[config.mk]
export PLATFORM = sky130hd
export DESIGN_NAME = wb_trace_buffer
export DESIGN_NICKNAME = d
export VERILOG_FILES = /design/src/rtl/wb_trace_pkg.sv /design/src/rtl/wb_trace_buffer_sync_fifo.sv /design/src/rtl/wb_trace_buffer.sv
export SDC_FILE = /design/constraint.sdc
export NUM_CORES = 1
export LEC_CHECK = 0
export BUFFER_PORTS_ARGS = -buffer_cell sky130_fd_sc_hd__clkbuf_2
export CAP_MARGIN = 20
export CORE_AREA = 2 2 296 298
export DETAILED_ROUTE_END_ITERATION = 8
export DIE_AREA = 0 0 298 300
export PLACE_DENSITY = 0.61
export SETUP_SLACK_MARGIN = 0.1
export SLEW_MARGIN = 20
export SYNTH_ARGS = -nofsm -noshare
export SYNTH_HDL_FRONTEND = slang
export SYNTH_SLANG_ARGS = --single-unit
[constraint.sdc]
create_clock -name clock -period 16.84 [get_ports clock]
set_input_delay 1.684 -clock clock [delete_from_list [all_inputs] [get_ports clock]]
set_output_delay 1.684 -clock clock [all_outputs]
set_load 0.01 [all_outputs]
[src/rtl/wb_trace_pkg.sv]
// Shared types and constants for the write-back trace buffer.
package wb_trace_pkg;

    localparam int REG_W  = 5;
    localparam int DATA_W = 32;

    typedef struct packed {
        logic [REG_W-1:0]  rd;
        logic [DATA_W-1:0] data;
    } wb_write_t;

    // One extra MSB over the address lets full and empty be told apart.
    function automatic int ptr_width(input int depth);
        return $clog2(depth) + 32'sd1;
    endfunction

endpackage

[src/rtl/wb_trace_buffer_sync_fifo.sv]
// Generic show-ahead synchronous FIFO, DEPTH (power of 2, >= 2) x WIDTH, with
// synchronous flush. Read data is forced to zero while empty.
module sync_fifo import wb_trace_pkg::*; #(
    parameter  int DEPTH = 16,
    parameter  int WIDTH = 8,
    localparam int PTR_W = ptr_width(DEPTH)
) (
    input  logic             clk_i,
    input  logic             rst_ni,
    input  logic             clr_i,
    input  logic             push_i,
    input  logic [WIDTH-1:0] wdata_i,
    input  logic             pop_i,
    output logic [WIDTH-1:0] rdata_o,
    output logic             full_o,
    output logic             empty_o,
    output logic [PTR_W-1:0] count_o
);

    localparam int ADDR_W = PTR_W - 1;

    logic [WIDTH-1:0] mem_q [DEPTH];
    logic [PTR_W-1:0] wr_ptr_q;
    logic [PTR_W-1:0] wr_ptr_d;
    logic [PTR_W-1:0] rd_ptr_q;
    logic [PTR_W-1:0] rd_ptr_d;
    logic             full_s;
    logic             empty_s;
    logic             do_pop_s;
    logic             do_push_s;

    assign empty_s   = (wr_ptr_q == rd_ptr_q);
    assign full_s    = (wr_ptr_q[PTR_W-1] != rd_ptr_q[PTR_W-1]) &&
                       (wr_ptr_q[ADDR_W-1:0] == rd_ptr_q[ADDR_W-1:0]);
    assign do_pop_s  = pop_i && !empty_s;
    // A full FIFO still accepts a write when the head leaves on the same edge.
    assign do_push_s = push_i && (!full_s || do_pop_s);

    // Pointer next-state: flush wins over push/pop.
    always_comb begin
        wr_ptr_d = wr_ptr_q;
        rd_ptr_d = rd_ptr_q;
        if (clr_i) begin
            wr_ptr_d = {PTR_W{1'b0}};
            rd_ptr_d = {PTR_W{1'b0}};
        end else begin
            if (do_push_s) begin
                wr_ptr_d = wr_ptr_q + {{(PTR_W-1){1'b0}}, 1'b1};
            end else begin
                wr_ptr_d = wr_ptr_q;
            end
            if (do_pop_s) begin
                rd_ptr_d = rd_ptr_q + {{(PTR_W-1){1'b0}}, 1'b1};
            end else begin
                rd_ptr_d = rd_ptr_q;
            end
        end
    end

    // Pointer registers.
    always_ff @(posedge clk_i or negedge rst_ni) begin
        if (!rst_ni) begin
            wr_ptr_q <= {PTR_W{1'b0}};
            rd_ptr_q <= {PTR_W{1'b0}};
        end else begin
            wr_ptr_q <= wr_ptr_d;
            rd_ptr_q <= rd_ptr_d;
        end
    end

    // Storage array; left unreset so it can map onto RAM.
    always_ff @(posedge clk_i) begin
        if (do_push_s && !clr_i) begin
            mem_q[wr_ptr_q[ADDR_W-1:0]] <= wdata_i;
        end
    end

    assign rdata_o = empty_s ? {WIDTH{1'b0}} : mem_q[rd_ptr_q[ADDR_W-1:0]];
    assign full_o  = full_s;
    assign empty_o = empty_s;
    assign count_o = wr_ptr_q - rd_ptr_q;

endmodule

[src/rtl/wb_trace_buffer.sv]
// Time-stamped trace of regfile write-back events drained over valid/ready.
// Optional register filter: define WB_TRACE_FILTER_EN to add the reg_mask port.
module wb_trace_buffer import wb_trace_pkg::*; #(
    parameter  int DEPTH  = 16,
    parameter  int CYC_W  = 16,
    parameter  int DROP_W = 8,
    localparam int CNT_W  = ptr_width(DEPTH)
) (
    input  logic              clock,
    input  logic              reset,
    input  logic              clear,
    input  logic              ctrl_writeEnable,
    input  logic [REG_W-1:0]  ctrl_writeReg,
    input  logic [DATA_W-1:0] data_writeReg,
`ifdef WB_TRACE_FILTER_EN
    input  logic [31:0]       reg_mask,
`endif
    output logic              out_valid,
    input  logic              out_ready,
    output logic [CYC_W-1:0]  out_cycle,
    output logic [REG_W-1:0]  out_reg,
    output logic [DATA_W-1:0] out_data,
    output logic [CNT_W-1:0]  count,
    output logic              overflow,
    output logic [DROP_W-1:0] drop_count
);

    typedef struct packed {
        logic [CYC_W-1:0] cycle;
        wb_write_t        wb;
    } entry_t;

    logic [CYC_W-1:0]  cyc_q;
    logic [CYC_W-1:0]  cyc_d;
    logic              ovf_q;
    logic              ovf_d;
    logic [DROP_W-1:0] drop_q;
    logic [DROP_W-1:0] drop_d;
    logic              reg_sel_s;
    logic              capture_s;
    logic              pop_fire_s;
    logic              drop_s;
    logic              full_s;
    logic              empty_s;
    entry_t            wr_entry_s;
    entry_t            head_s;

`ifdef WB_TRACE_FILTER_EN
    assign reg_sel_s = reg_mask[ctrl_writeReg];
`else
    assign reg_sel_s = 1'b1;
`endif

    // r0 is excluded here, which also makes reg_mask[0] irrelevant.
    assign capture_s  = ctrl_writeEnable && (ctrl_writeReg != {REG_W{1'b0}}) && reg_sel_s;
    assign pop_fire_s = !empty_s && out_ready && !clear;
    assign drop_s     = capture_s && full_s && !pop_fire_s && !clear;

    assign wr_entry_s.cycle   = cyc_q;
    assign wr_entry_s.wb.rd   = ctrl_writeReg;
    assign wr_entry_s.wb.data = data_writeReg;

    sync_fifo #(
        .DEPTH (DEPTH),
        .WIDTH ($bits(entry_t))
    ) u_fifo (
        .clk_i   (clock),
        .rst_ni  (reset),
        .clr_i   (clear),
        .push_i  (capture_s && !clear),
        .wdata_i (wr_entry_s),
        .pop_i   (out_ready && !clear),
        .rdata_o (head_s),
        .full_o  (full_s),
        .empty_o (empty_s),
        .count_o (count)
    );

    // Cycle stamp, sticky overflow and saturating drop counter next-state.
    always_comb begin
        cyc_d  = cyc_q;
        ovf_d  = ovf_q;
        drop_d = drop_q;
        if (clear) begin
            cyc_d  = {CYC_W{1'b0}};
            ovf_d  = 1'b0;
            drop_d = {DROP_W{1'b0}};
        end else begin
            cyc_d = cyc_q + {{(CYC_W-1){1'b0}}, 1'b1};
            if (drop_s) begin
                ovf_d = 1'b1;
                if (drop_q != {DROP_W{1'b1}}) begin
                    drop_d = drop_q + {{(DROP_W-1){1'b0}}, 1'b1};
                end else begin
                    drop_d = drop_q;
                end
            end else begin
                ovf_d  = ovf_q;
                drop_d = drop_q;
            end
        end
    end

    // Counter and status registers.
    always_ff @(posedge clock or negedge reset) begin
        if (!reset) begin
            cyc_q  <= {CYC_W{1'b0}};
            ovf_q  <= 1'b0;
            drop_q <= {DROP_W{1'b0}};
        end else begin
            cyc_q  <= cyc_d;
            ovf_q  <= ovf_d;
            drop_q <= drop_d;
        end
    end

    assign out_valid  = !empty_s;
    assign out_cycle  = head_s.cycle;
    assign out_reg    = head_s.wb.rd;
    assign out_data   = head_s.wb.data;
    assign overflow   = ovf_q;
    assign drop_count = drop_q;

endmodule
After elaboration in Yosys (flattened, before gate mapping)
Memories as Yosys holds them, arrays and structs flattened.
Cells that the tools add are included.
{ "totals": {"regBits": 35, "inputBits": 42, "ramBits": 848, "memories": 1, "wordCells": 51} }
{ "classes": {"n_mux": 13, "n_addsub": 5, "n_reduce_logical": 23, "n_eq_ne": 4} }
{ "mem_list": {"columns": ["memory", "words", "word_bits", "read_ports", "rd_clocked_by_memory_dff", "wr", "line_no", "source"], "rows": [
  ["u_fifo.mem_q", 16, 53, 1, 0, 1, "wb_trace_buffer_sync_fifo.sv:22", "logic [WIDTH-1:0] mem_q [DEPTH];"]
]} }
{ "ops": {"columns": ["cell", "n"], "rows": [
  ["$mux W53", 1],
  ["$mux W8", 3],
  ["$mux W5", 4],
  ["$add A16 B1 Y16 const B", 1],
  ["$mux W16", 1],
  ["$logic_and A1 B1 Y1", 12],
  ["$add A5 B1 Y5 const B", 2],
  ["$add A8 B1 Y8 const B", 1],
  ["$ne A8 B8 Y1 const B", 1],
  ["$reduce_bool A2 Y1", 4],
  ["$eq A5 B5 Y1", 1],
  ["$reduce_bool A5 Y1", 1],
  ["$sub A5 B5 Y5", 1],
  ["$eq A4 B4 Y1", 1],
  ["$logic_not A1 Y1", 4],
  ["$mux W1", 4],
  ["$reduce_and A2 Y1", 1],
  ["$logic_or A1 B1 Y1", 1],
  ["$ne A1 B1 Y1", 1]
]} }

Depth between registers and ports, before layout
Gate-level depths: netlist of run 1.
{ "depth": {"depth_word": 9, "mapped_depth": 11, "ltp_nobuf": 7} }

Hierarchy
Synthesis of run 1 repeated with hierarchy kept, for this count alone.
{ "hier_totals": {"hier_cells": 1637, "area_unflattened_um2": 34370.5} }
{ "modules_own_cells": {"columns": ["module", "seq_area_each_um2", "instances", "area_per_inst_um2", "cells_per_inst"], "rows": [
  ["sync_fifo", 25714.7, 1, 33061.7, 1504],
  ["wb_trace_buffer", 625.6, 1, 1308.8, 133]
]} }

Least setup slack after synthesis of run 1
Ideal clock, no wire load.
{ "synth_timing": {"path_type": "input -> register", "from": "input out_ready", "to": "memory u_fifo.mem_q[10][0] (netlist name), enable pin", "setup_time_ns": 0.529, "path_slack_ns": 10.207, "arrival_ns": 6.104, "path_stages": 4, "n_path_buf": 1, "required_ns": 16.311, "cell_sequence": "clkbuf_1 -> nor3_2 -> or3_1 -> nor3_1"} }
{ "synth_between": {"elab_chain_len": 7} }
{ "synth_rtl": {"columns": ["item", "line_no", "source"], "rows": [
  ["from (decl)", "wb_trace_buffer.sv:19", "input logic out_ready,"],
  ["$logic_and A1 B1 Y1", "wb_trace_buffer.sv:72", ".pop_i (out_ready && !clear),"],
  ["$logic_and A1 B1 Y1", "wb_trace_buffer_sync_fifo.sv:35", "assign do_pop_s = pop_i && !empty_s;"],
  ["$logic_or A1 B1 Y1", "wb_trace_buffer_sync_fifo.sv:37", "assign do_push_s = push_i && (!full_s || do_pop_s);"],
  ["$logic_and A1 B1 Y1", "wb_trace_buffer_sync_fifo.sv:37", null],
  ["$logic_and A1 B1 Y1", "wb_trace_buffer_sync_fifo.sv:73", "if (do_push_s && !clr_i) begin"],
  ["$mux W1", "wb_trace_buffer_sync_fifo.sv:73", null],
  ["$mux W1 (implied by the code)", "wb_trace_buffer_sync_fifo.sv:74", "mem_q[wr_ptr_q[ADDR_W-1:0]] <= wdata_i;"],
  ["to (decl)", "wb_trace_buffer_sync_fifo.sv:22", null]
]} }
Every way passes these cells.

Final worst setup path of run 1
{ "layout_timing": {"from": "register u_fifo.rd_ptr_q[1]", "to": "output out_cycle[5]"} }
{ "layout_between": {"elab_chain_len": 2, "word_cells_on_any_way": 3} }
{ "layout_rtl": {"columns": ["item", "line_no", "source"], "rows": [
  ["from (decl)", "wb_trace_buffer_sync_fifo.sv:25", "logic [PTR_W-1:0] rd_ptr_q;"],
  ["from (signal assigned)", "wb_trace_buffer_sync_fifo.sv:64", "rd_ptr_q <= {PTR_W{1'b0}};"],
  ["from (signal assigned)", "wb_trace_buffer_sync_fifo.sv:67", "rd_ptr_q <= rd_ptr_d;"],
  ["$mem_v2 Z16 W53 / $eq A5 B5 Y1 (equally long branches)", null, null],
  ["$mux W53 (*)", "wb_trace_buffer_sync_fifo.sv:78", "assign rdata_o = empty_s ? {WIDTH{1'b0}} : mem_q[rd_ptr_q[ADDR_W-1:0]];"],
  ["to (decl)", "wb_trace_buffer.sv:20", "output logic [CYC_W-1:0] out_cycle,"]
]} }
Mark *: on every way between the ends. The rest lies on a longest branch, timed or not.

==> flow_summary.json, run 1 <==
{
  "finalSetupViolations": 0,
  "wl_per_cell_um": 26.27,
  "synthSimpleGateAreaFrac_pct": 1.787,
  "regToRegSetupSlack_ns": 12.83,
  "overflow": 0,
  "grt_max_degree": 170,
  "hp-class": "reg2reg",
  "cp.arrival_ns": 4.46,
  "ant_nets": 0,
  "synth_seq_area_share_pct": 77.11,
  "fin_nets": 1736,
  "critPathMaxFanout": 53,
  "min_period_over_period_pct": 36.48,
  "antenna_found_initial": 1,
  "clkTransAtPathRegs_ns": 0.06,
  "synthMuxAreaShare_pct": 17.25,
  "fp-row-count": 108,
  "tightest_slew_ns": 1.152,
  "yosys_warnings": 0,
  "synth_edf_count": 848,
  "grt_pass1_wl_mm": 112.3,
  "synth_fa_ha_area_share_pct": 0.4615,
  "synthArstFlopShare_pct": 3.964,
  "drive_above_1_share_pct": 29.29,
  "mostFrequentLayoutCells": "848 x edfxtp_1, 212 x mux4_2, 108 x clkbuf_2",
  "mostFrequentLayoutCell": "edfxtp_1",
  "powerDensity_nw_per_um2": 124.8,
  "core_area_um2": 86210,
  "cap_violations": 0,
  "vias": 16100,
  "die_area_um2": 89400,
  "synthCells": 1527,
  "post-route-drc-count": 0,
  "rsz0062_at_grt": "false",
  "slew_violations": 0,
  "synth_xor_area_share_pct": 0.5091,
  "drtPass1Iterations": 5,
  "numCtsBuffers": 92,
  "io-pin-count": 110,
  "hold_viol_final": 0,
  "synthesis.area_um2": 34160,
  "cts.sinks": 883,
  "place_area_um2": 36120,
  "post_cts_buffers": 0,
  "cts_hold_buffers": 0,
  "cts_tree": "yes",
  "tns_ns": 0,
  "grt_pass1_vias": 16710,
  "die_h_um": 300,
  "portBuffers": 109,
  "synth_top_family_by_area": "multiplexers",
  "hold_path_depth": 2,
  "place_congestion": 0.7244,
  "syn_nets": 1581,
  "min_from": "overflow",
  "status": "completed",
  "synth_flop_cell": "edfxtp_1",
  "p_leak_uw": 0.01291,
  "cp-end-kind": "primary output",
  "initial_core_util_pct": 39.62,
  "wl_mm": 76.54,
  "fin_skew_ns": 0.03053,
  "crit_type": "reg2out",
  "clk_latency_ns": 0.65,
  "cts_buffer_depth": 3,
  "r2r-end": "u_fifo.mem_q[5][12]",
  "cp-start-kind": "register",
  "synth-compound-area-share_pct": 1.718,
  "synth-seq-cells": 883,
  "areaGrowthSynthToFinish_pct": 14.28,
  "clock.fmax_mhz": 162.8,
  "fin_crit_ns": 6.143,
  "clockRootBuffer": "clkbuf_16",
  "critPathRequiredTime_ns": 15.16,
  "min_to": "overflow",
  "cts_max_level": 3,
  "fin_area_um2": 39040,
  "hpwl_mm": 37.06,
  "ir_drop_mv": 0.09251,
  "syn_avg_cell_area_um2": 22.37,
  "grt_usage_pct": 17.15,
  "cts_resized": 0,
  "first_iter_violations": 1329,
  "dieWidth_um": 298,
  "reg2reg_depth": 7,
  "yosysUniqueCellTypes": 45,
  "relSlewSlack_pct": 23.19,
  "r2r-start": "u_fifo.rd_ptr_q[1]",
  "routed_via_density": 5.526
}
-- how the worst max path moves through the flow --
stage | end | slack [ns] | start
finish | out_cycle[5] | 10.70 | u_fifo.rd_ptr_q[1]
global route | out_cycle[5] | 10.31 | u_fifo.rd_ptr_q[0]
CTS | out_cycle[5] | 10.31 | u_fifo.rd_ptr_q[0]
detailed placement | out_cycle[5] | 10.99 | u_fifo.rd_ptr_q[0]
global placement | out_cycle[5] | 10.97 | u_fifo.rd_ptr_q[0]
floorplan | u_fifo.mem_q[10][0] | 10.21 | out_ready
-- worst max-delay path, cell delays in order (launching register included) --
cell	delay, ns
dfrtp_4	0.92
inv_1	0.19
ha_1	0.36
nand4_2	0.18
or2_2	0.39
nand2_2	0.08
buf_4	0.85
o22ai_1	0.53
clkbuf_2	0.26
-- sequential cells by signal, summed over array words and instances (netlist names) --
signal           flops
u_fifo.mem_q       848
cyc_q               16
drop_count           8
u_fifo.rd_ptr_q      5
u_fifo.wr_ptr_q      5
overflow             1
-- metrics by stage --
stage	total power, uW	setup WS [ns]	utilization (%)	hold WS, ns	cells
after floorplan	2824	10.21	-	0.5285	1527
after global placement	2982	10.97	41.90	0.5199	2743
after detailed placement	2987	10.99	41.90	0.5266	2743
after CTS	4931	10.31	45.26	0.5429	2913
after global routing	5039	10.31	45.28	0.5850	2913
final	4870	10.70	45.28	0.5205	2914
-- power by group --
| group | switching [uW] | internal, uW |
|---|---|---|
| Clock | 828 | 1120 |
| Sequential | 20.2 | 2410 |
| Combinational | 261 | 233 |
-- cells in the mapped netlist (all sizes together) (5+ instances only) --
cell / count / area share [%]
or4: 9 / 0.21
edfxtp: 848 / 75
nor2b: 5 / 0.092
dfrtp: 35 / 2.6
buf: 58 / 0.84
nand3: 9 / 0.13
nor2: 22 / 0.24
ha: 11 / 0.40
mux2: 5 / 0.16
o21ai: 7 / 0.14
and3: 11 / 0.20
nor3: 8 / 0.13
o22ai: 53 / 0.97
nand2: 14 / 0.15
mux4: 212 / 14
xor2: 9 / 0.25
xnor2: 10 / 0.26
nor4: 7 / 0.13
clkbuf: 20 / 0.22
nand4: 8 / 0.16
mux2i: 106 / 3.1
a21oi: 17 / 0.25
inv: 10 / 0.11
o31ai: 8 / 0.18
-- cells by family (layout without fill, tap and decap cells) --
family,Yosys count,after routing
xor gates and xnor gates,19,19
DFF,883,883
and+or+nand+nor,109,109
muxes,323,323
adders and majority gates,12,12
other,0,1
buffers and inverters,88,319
AOI/OAI and AO/OA,93,93
-- layout make-up --
type	instances	area, um^2
fillers	7268	47170
multi-input cells	556	7507
repair buffers	139	790.8
clock buffers	118	2420
inverters	10	42.54
flip-flops and latches	883	26350
well taps	1155	1445
diodes	1	2.502
clock inverters	52	484.2
-- per-layer routing --
layer,GRT usage [%],routed length [um],vias to the layer above,share of wire (%)
met2,27.06,36630,451,48
met4,4.020,1311,0,1.7
met1,24.71,33930,8776,44
met5,0,0,-,0
li1,-,-,6790,-
met3,3.526,4668,86,6.1
(Power assumes the default switching activity.)
==> inputs of run 2 (changes only) <==
PLACE_DENSITY = 0.63   (was 0.61)
clock period = 5.5 ns   (was 16.84 ns; I/O delays follow)
==> run 2 against run 1 <==
Sequential power grew to 3.0 times the previous value; register-to-register slack worse by 11 ns; non-clock buffer count decreased by 5; sequential share of layout area is essentially flat; setup slack lost 9.7 ns; die area stayed put; combinational power grew to 3.2 times the previous value; clock power increased to 3.0 times the previous value; critical path depth down 2; global-route usage down 1.2 points; routed wire length fell by 7.4%; power increased to 3.0 times the previous value; highest routed layer unchanged.
==> flow_summary.json, run 2 (synthesis results as in run 1) <==
{
  "drtPass1Iterations": 5,
  "numCtsBuffers": 91,
  "clkTransAtPathRegs_ns": 0.06,
  "post-route-drc-count": 0,
  "regToRegSetupSlack_ns": 1.97,
  "clock.fmax_mhz": 222.3,
  "place_congestion": 0.7008,
  "cp.arrival_ns": 3.95,
  "cp-end-kind": "primary output",
  "core_area_um2": 86210,
  "finalNonFillerCells": 2902,
  "critical_path_buf_inv_count": 4,
  "mostFrequentLayoutCells": "848 x edfxtp_1, 212 x mux4_2, 109 x clkbuf_2",
  "fin_skew_ns": 0.02299,
  "first_iter_violations": 1293,
  "slowest_stage": "buf_4",
  "drive_above_1_share_pct": 28.91,
  "cap_violations": 0,
  "fp-row-count": 108,
  "mostFrequentLayoutCell": "edfxtp_1",
  "status": "completed",
  "fin_nets": 1730,
  "clockRootBuffer": "clkbuf_16",
  "portBuffers": 109,
  "cp_cell_sequence": "inv_6 -> buf_4 -> buf_4 -> mux2i_1 -> o22ai_1 -> clkbuf_2",
  "crit_type": "reg2out",
  "vias": 15810,
  "antenna_found_initial": 2,
  "critPathRequiredTime_ns": 4.95,
  "crit_top_cell": "buf_4",
  "diodes": 0,
  "crit_family": "buffers and inverters",
  "cts_buffer_depth": 3,
  "cts.sinks": 883,
  "ir_drop_mv": 0.2607,
  "wl_per_cell_um": 24.44,
  "min_period_over_period_pct": 81.78,
  "hpwl_mm": 35.94,
  "fillers": 7313,
  "overflow": 0,
  "cts_resized": 0,
  "wl_mm": 70.91,
  "die_h_um": 300,
  "tightest_slew_ns": 1.100,
  "finalSetupViolations": 0,
  "critPathMaxFanout": 42,
  "critical_path.max_stage_delay_ns": 0.80,
  "dp_cells": 2731,
  "tns_ns": 0,
  "grt_pass1_wl_mm": 107.5,
  "slew_violations": 0,
  "initial_core_util_pct": 39.62,
  "cts_tree": "yes",
  "fin_crit_ns": 4.498,
  "io-pin-count": 110,
  "ant_nets": 0,
  "hold_viol_final": 0,
  "areaGrowthSynthToFinish_pct": 14.33,
  "grt_pass1_vias": 16700,
  "dieWidth_um": 298,
  "powerDensity_nw_per_um2": 379.0,
  "cts_max_level": 3,
  "largest_reg_flops": 848,
  "seqCellArea_um2": 26350,
  "clk_latency_ns": 0.65,
  "grt_max_degree": 159,
  "routed_via_density": 5.447,
  "rsz0062_at_grt": "false",
  "relSlewSlack_pct": 26.68,
  "hp-class": "in2reg",
  "p_leak_uw": 0.01290,
  "multiInputGateArea_um2": 7517,
  "die_area_um2": 89400,
  "grt_usage_pct": 15.96,
  "cp-start-kind": "register"
}
==> run 2: changes by cell type in the layout (fill, tap and decap cells not counted), sizes merged <==
cell / before / now
diode: 1 / 0
clkinv: 40 / 50
bufinv: 6 / 4
inv: 14 / 11
buf: 31 / 24
clkbuf: 226 / 217
clkinvlp: 2 / 1
dlygate4sd3: 0 / 1
==> run 2: final timing paths <==
check | start | endpoint | depth (start not counted)
min reg2reg | overflow | overflow | 2
min in group asynchronous | reset | drop_count[6] | 3
max in group asynchronous | reset | u_fifo.rd_ptr_q[0] | 3
min | data_writeReg[25] | u_fifo.mem_q[14][25] | 1
max reg2reg | u_fifo.rd_ptr_q[3] | u_fifo.mem_q[7][12] | 6
max | u_fifo.rd_ptr_q[3] | out_cycle[4] | 6
==> run 2: per-stage QoR <==
step	util, %	area (um^2)	setup WS, ns	hold slack, ns	total power (uW)
2_1_floorplan	-	34160	-0.7664	0.2544	8645
3_3_place_gp	41.82	36050	1.711	0.5393	9147
3_5_place_dp	41.82	36050	1.544	0.5500	9162
4_1_cts	45.14	38910	0.9766	0.2749	14960
5_1_grt	45.30	39060	0.8765	0.3110	15300
6_report	45.30	39060	1.002	0.2997	14800
==> run 2: area by class of cell <==
cell class | count | area share (%)
sequential | 883 | 67.46
clock inverter | 56 | 1.259
multi-input combinational | 556 | 19.25
tap | 1155 | 3.700
clock buffer | 108 | 6.045
timing repair buffer | 134 | 2.178
inverter | 10 | 0.1089
==> run 2: metal layers <==
layer / track usage [%] / part of all wire, % / vias up
met1: 23.17 / 44 / 8439
met5: 0 / 0 / -
li1: - / - / 6776
met3: 2.717 / 5.6 / 94
met4: 4.235 / 1.9 / 0
met2: 25.19 / 48 / 497
==> run 2: timing repair <==
action                                 4_1_cts  5_1_grt
hold buffers                                 1        0
endpoints found under the hold margin       35        0
buffers inserted                             0        0
==> run 2: where the power goes <==
group / switching, uW / leakage (uW) / total, uW / internal [uW]
combinational: 846 / 0.00332 / 1570 / 728
clock: 2540 / 0.00140 / 5810 / 3280
sequential: 23.5 / 0.00819 / 7410 / 7390
==> inputs of run 3 (changes only) <==
clock period = 3.9 ns   (was 5.5 ns; I/O delays follow)
==> run 3 against run 2 <==
Global-route usage increased by 0.097 points; critical path type unchanged; largest cell class unchanged; worst hold slack got worse by 0.24 ns; clock skew decreased by 0.00090 ns; combinational power increased by 43%; setup slack got worse by 0.72 ns; register-to-register slack got worse by 1.3 ns; final area increased by 0.44%; final cell count increased by 0.10%; highest routed layer is now met5; power increased by 42%.
==> flow_summary.json, run 3 (synthesis results as in run 1) <==
{
  "status": "completed",
  "die_area_um2": 89400,
  "numCtsBuffers": 89,
  "grt_pass1_vias": 16860,
  "setup_ws_ns": 0.2859,
  "critical_path_buf_inv_count": 3,
  "clkTransAtPathRegs_ns": 0.06,
  "hold_viol_final": 0,
  "cts_buffer_depth": 3,
  "vias": 15820,
  "seqCellArea_um2": 26350,
  "cts_tree": "yes",
  "core_area_um2": 86210,
  "post_cts_buffers": 0,
  "grt_max_degree": 145,
  "post-route-drc-count": 0,
  "wl_mm": 71.60,
  "first_iter_violations": 1184,
  "portBuffers": 109,
  "cp-end-kind": "primary output",
  "cts_max_level": 3,
  "cts.sinks": 883,
  "cp_cell_sequence": "inv_1 -> ha_1 -> nand4_2 -> or2_2 -> nand2_2 -> buf_12 -> o22ai_1 -> clkbuf_2",
  "initial_core_util_pct": 39.62,
  "fin_skew_ns": 0.02209,
  "crit_type": "reg2out",
  "ir_drop_mv": 0.4114,
  "p_leak_uw": 0.01294,
  "dp_cells": 2741,
  "clock.fmax_mhz": 276.7,
  "die_h_um": 300,
  "rsz0062_at_grt": "false",
  "mostFrequentLayoutCells": "848 x edfxtp_1, 212 x mux4_2, 109 x clkbuf_2",
  "io-pin-count": 110,
  "critPathRequiredTime_ns": 3.51,
  "pre_cts_slack_ns": 0.6576,
  "hp-class": "in2reg",
  "ant_nets": 0,
  "cap_violations": 0,
  "crit_family": "simple AND/OR/NAND/NOR gates",
  "critical_path.max_stage_delay_ns": 0.57,
  "grt_pass1_wl_mm": 107.7,
  "largest_reg_flops": 848,
  "powerDensity_nw_per_um2": 537.6,
  "slew_violations": 0,
  "mostFrequentLayoutCell": "edfxtp_1",
  "antenna_found_initial": 1,
  "grt_usage_pct": 16.06,
  "cp-start-kind": "register",
  "slowest_stage": "dfrtp_4",
  "relSlewSlack_pct": 22.69,
  "finalNonFillerCells": 2905,
  "cp.arrival_ns": 3.22,
  "fp-row-count": 108,
  "min_period_over_period_pct": 92.67,
  "routed_via_density": 5.446,
  "finalSetupViolations": 0,
  "fin_crit_ns": 3.614,
  "clk_latency_ns": 0.64,
  "tightest_slew_ns": 1.160,
  "drtPass1Iterations": 6,
  "clockRootBuffer": "clkbuf_16",
  "areaGrowthSynthToFinish_pct": 14.83,
  "drive_above_1_share_pct": 29.37,
  "multiInputGateArea_um2": 7532,
  "fin_nets": 1733,
  "fillers": 7196,
  "critPathMaxFanout": 53,
  "dieWidth_um": 298,
  "place_congestion": 0.7870,
  "hpwl_mm": 36.93,
  "wl_per_cell_um": 24.65,
  "tns_ns": 0,
  "diodes": 0,
  "overflow": 0
}
[run 3: cell types whose count changed in the layout (fill, tap and decap cells not counted), sizes merged]
cell / previous run / this run
bufinv: 4 / 10
inv: 11 / 13
clkbuf: 217 / 214
buf: 24 / 29
clkinvlp: 1 / 4
clkinv: 50 / 40
[run 3: worst register-to-register path, cell delays in order (launching register included)]
cell and delay [ns]:
dfrtp_4 0.57, inv_1 0.12, ha_1 0.33, nand4_2 0.15, nor3_2 0.07, nor4_1 0.20
buf_4 0.20, and3b_4 0.89, buf_4 0.37
[run 3: worst paths after layout]
| kind | start | endpoint | slack (ns) | cells past startpoint |
|---|---|---|---|---|
| setup / recovery | u_fifo.rd_ptr_q[1] | out_cycle[7] | 0.29 | 8 |
| hold / removal | ctrl_writeReg[0] | u_fifo.mem_q[14][32] | 0.06 | 1 |
| setup reg to reg | u_fifo.rd_ptr_q[1] | u_fifo.mem_q[0][47] | 0.68 | 8 |
| hold reg to reg | overflow | overflow | 0.58 | 2 |
| max in group asynchronous | reset | u_fifo.rd_ptr_q[0] | 2.76 | 2 |
| min in group asynchronous | reset | drop_count[6] | 0.43 | 2 |
[run 3: where the power goes]
group	internal (uW)	switching, uW
sequential	10400	41.4
clock	4880	3500
combinational	1040	1200
total	16300	4750
[run 3: layout make-up]
cell class	count	share of cell area (%)
clock inverter	57	1.528
inverter	10	0.1084
clock buffer	105	5.831
timing repair buffer	139	2.482
tap	1155	3.684
multi-input combinational	556	19.20
sequential	883	67.17
[run 3: routing by layer]
metal,GRT usage [%],up-vias,routed length [um]
met4,4.965,2,1634
met3,3.078,101,4135
li1,-,6774,-
met5,0,-,13
met2,26.25,453,35150
met1,21.97,8492,30670
[run 3: repair_timing]
action	in CTS	in global routing
gates resized for setup	0	1
setup endpoints to repair	0	1
hold buffers	1	0
endpoints found under the hold margin	35	0
[run 3: per-stage QoR]
stage,utilization (%),instance area [um^2],total power [uW],hold slack (ns)
4_1_cts,45.47,39200,21320,0.02817
2_1_floorplan,-,34210,12190,0.09441
6_report,45.50,39230,21090,0.05825
5_1_grt,45.50,39230,21810,0.04994
3_3_place_gp,42.11,36300,12940,0.5115
3_5_place_dp,42.11,36300,12960,0.5156
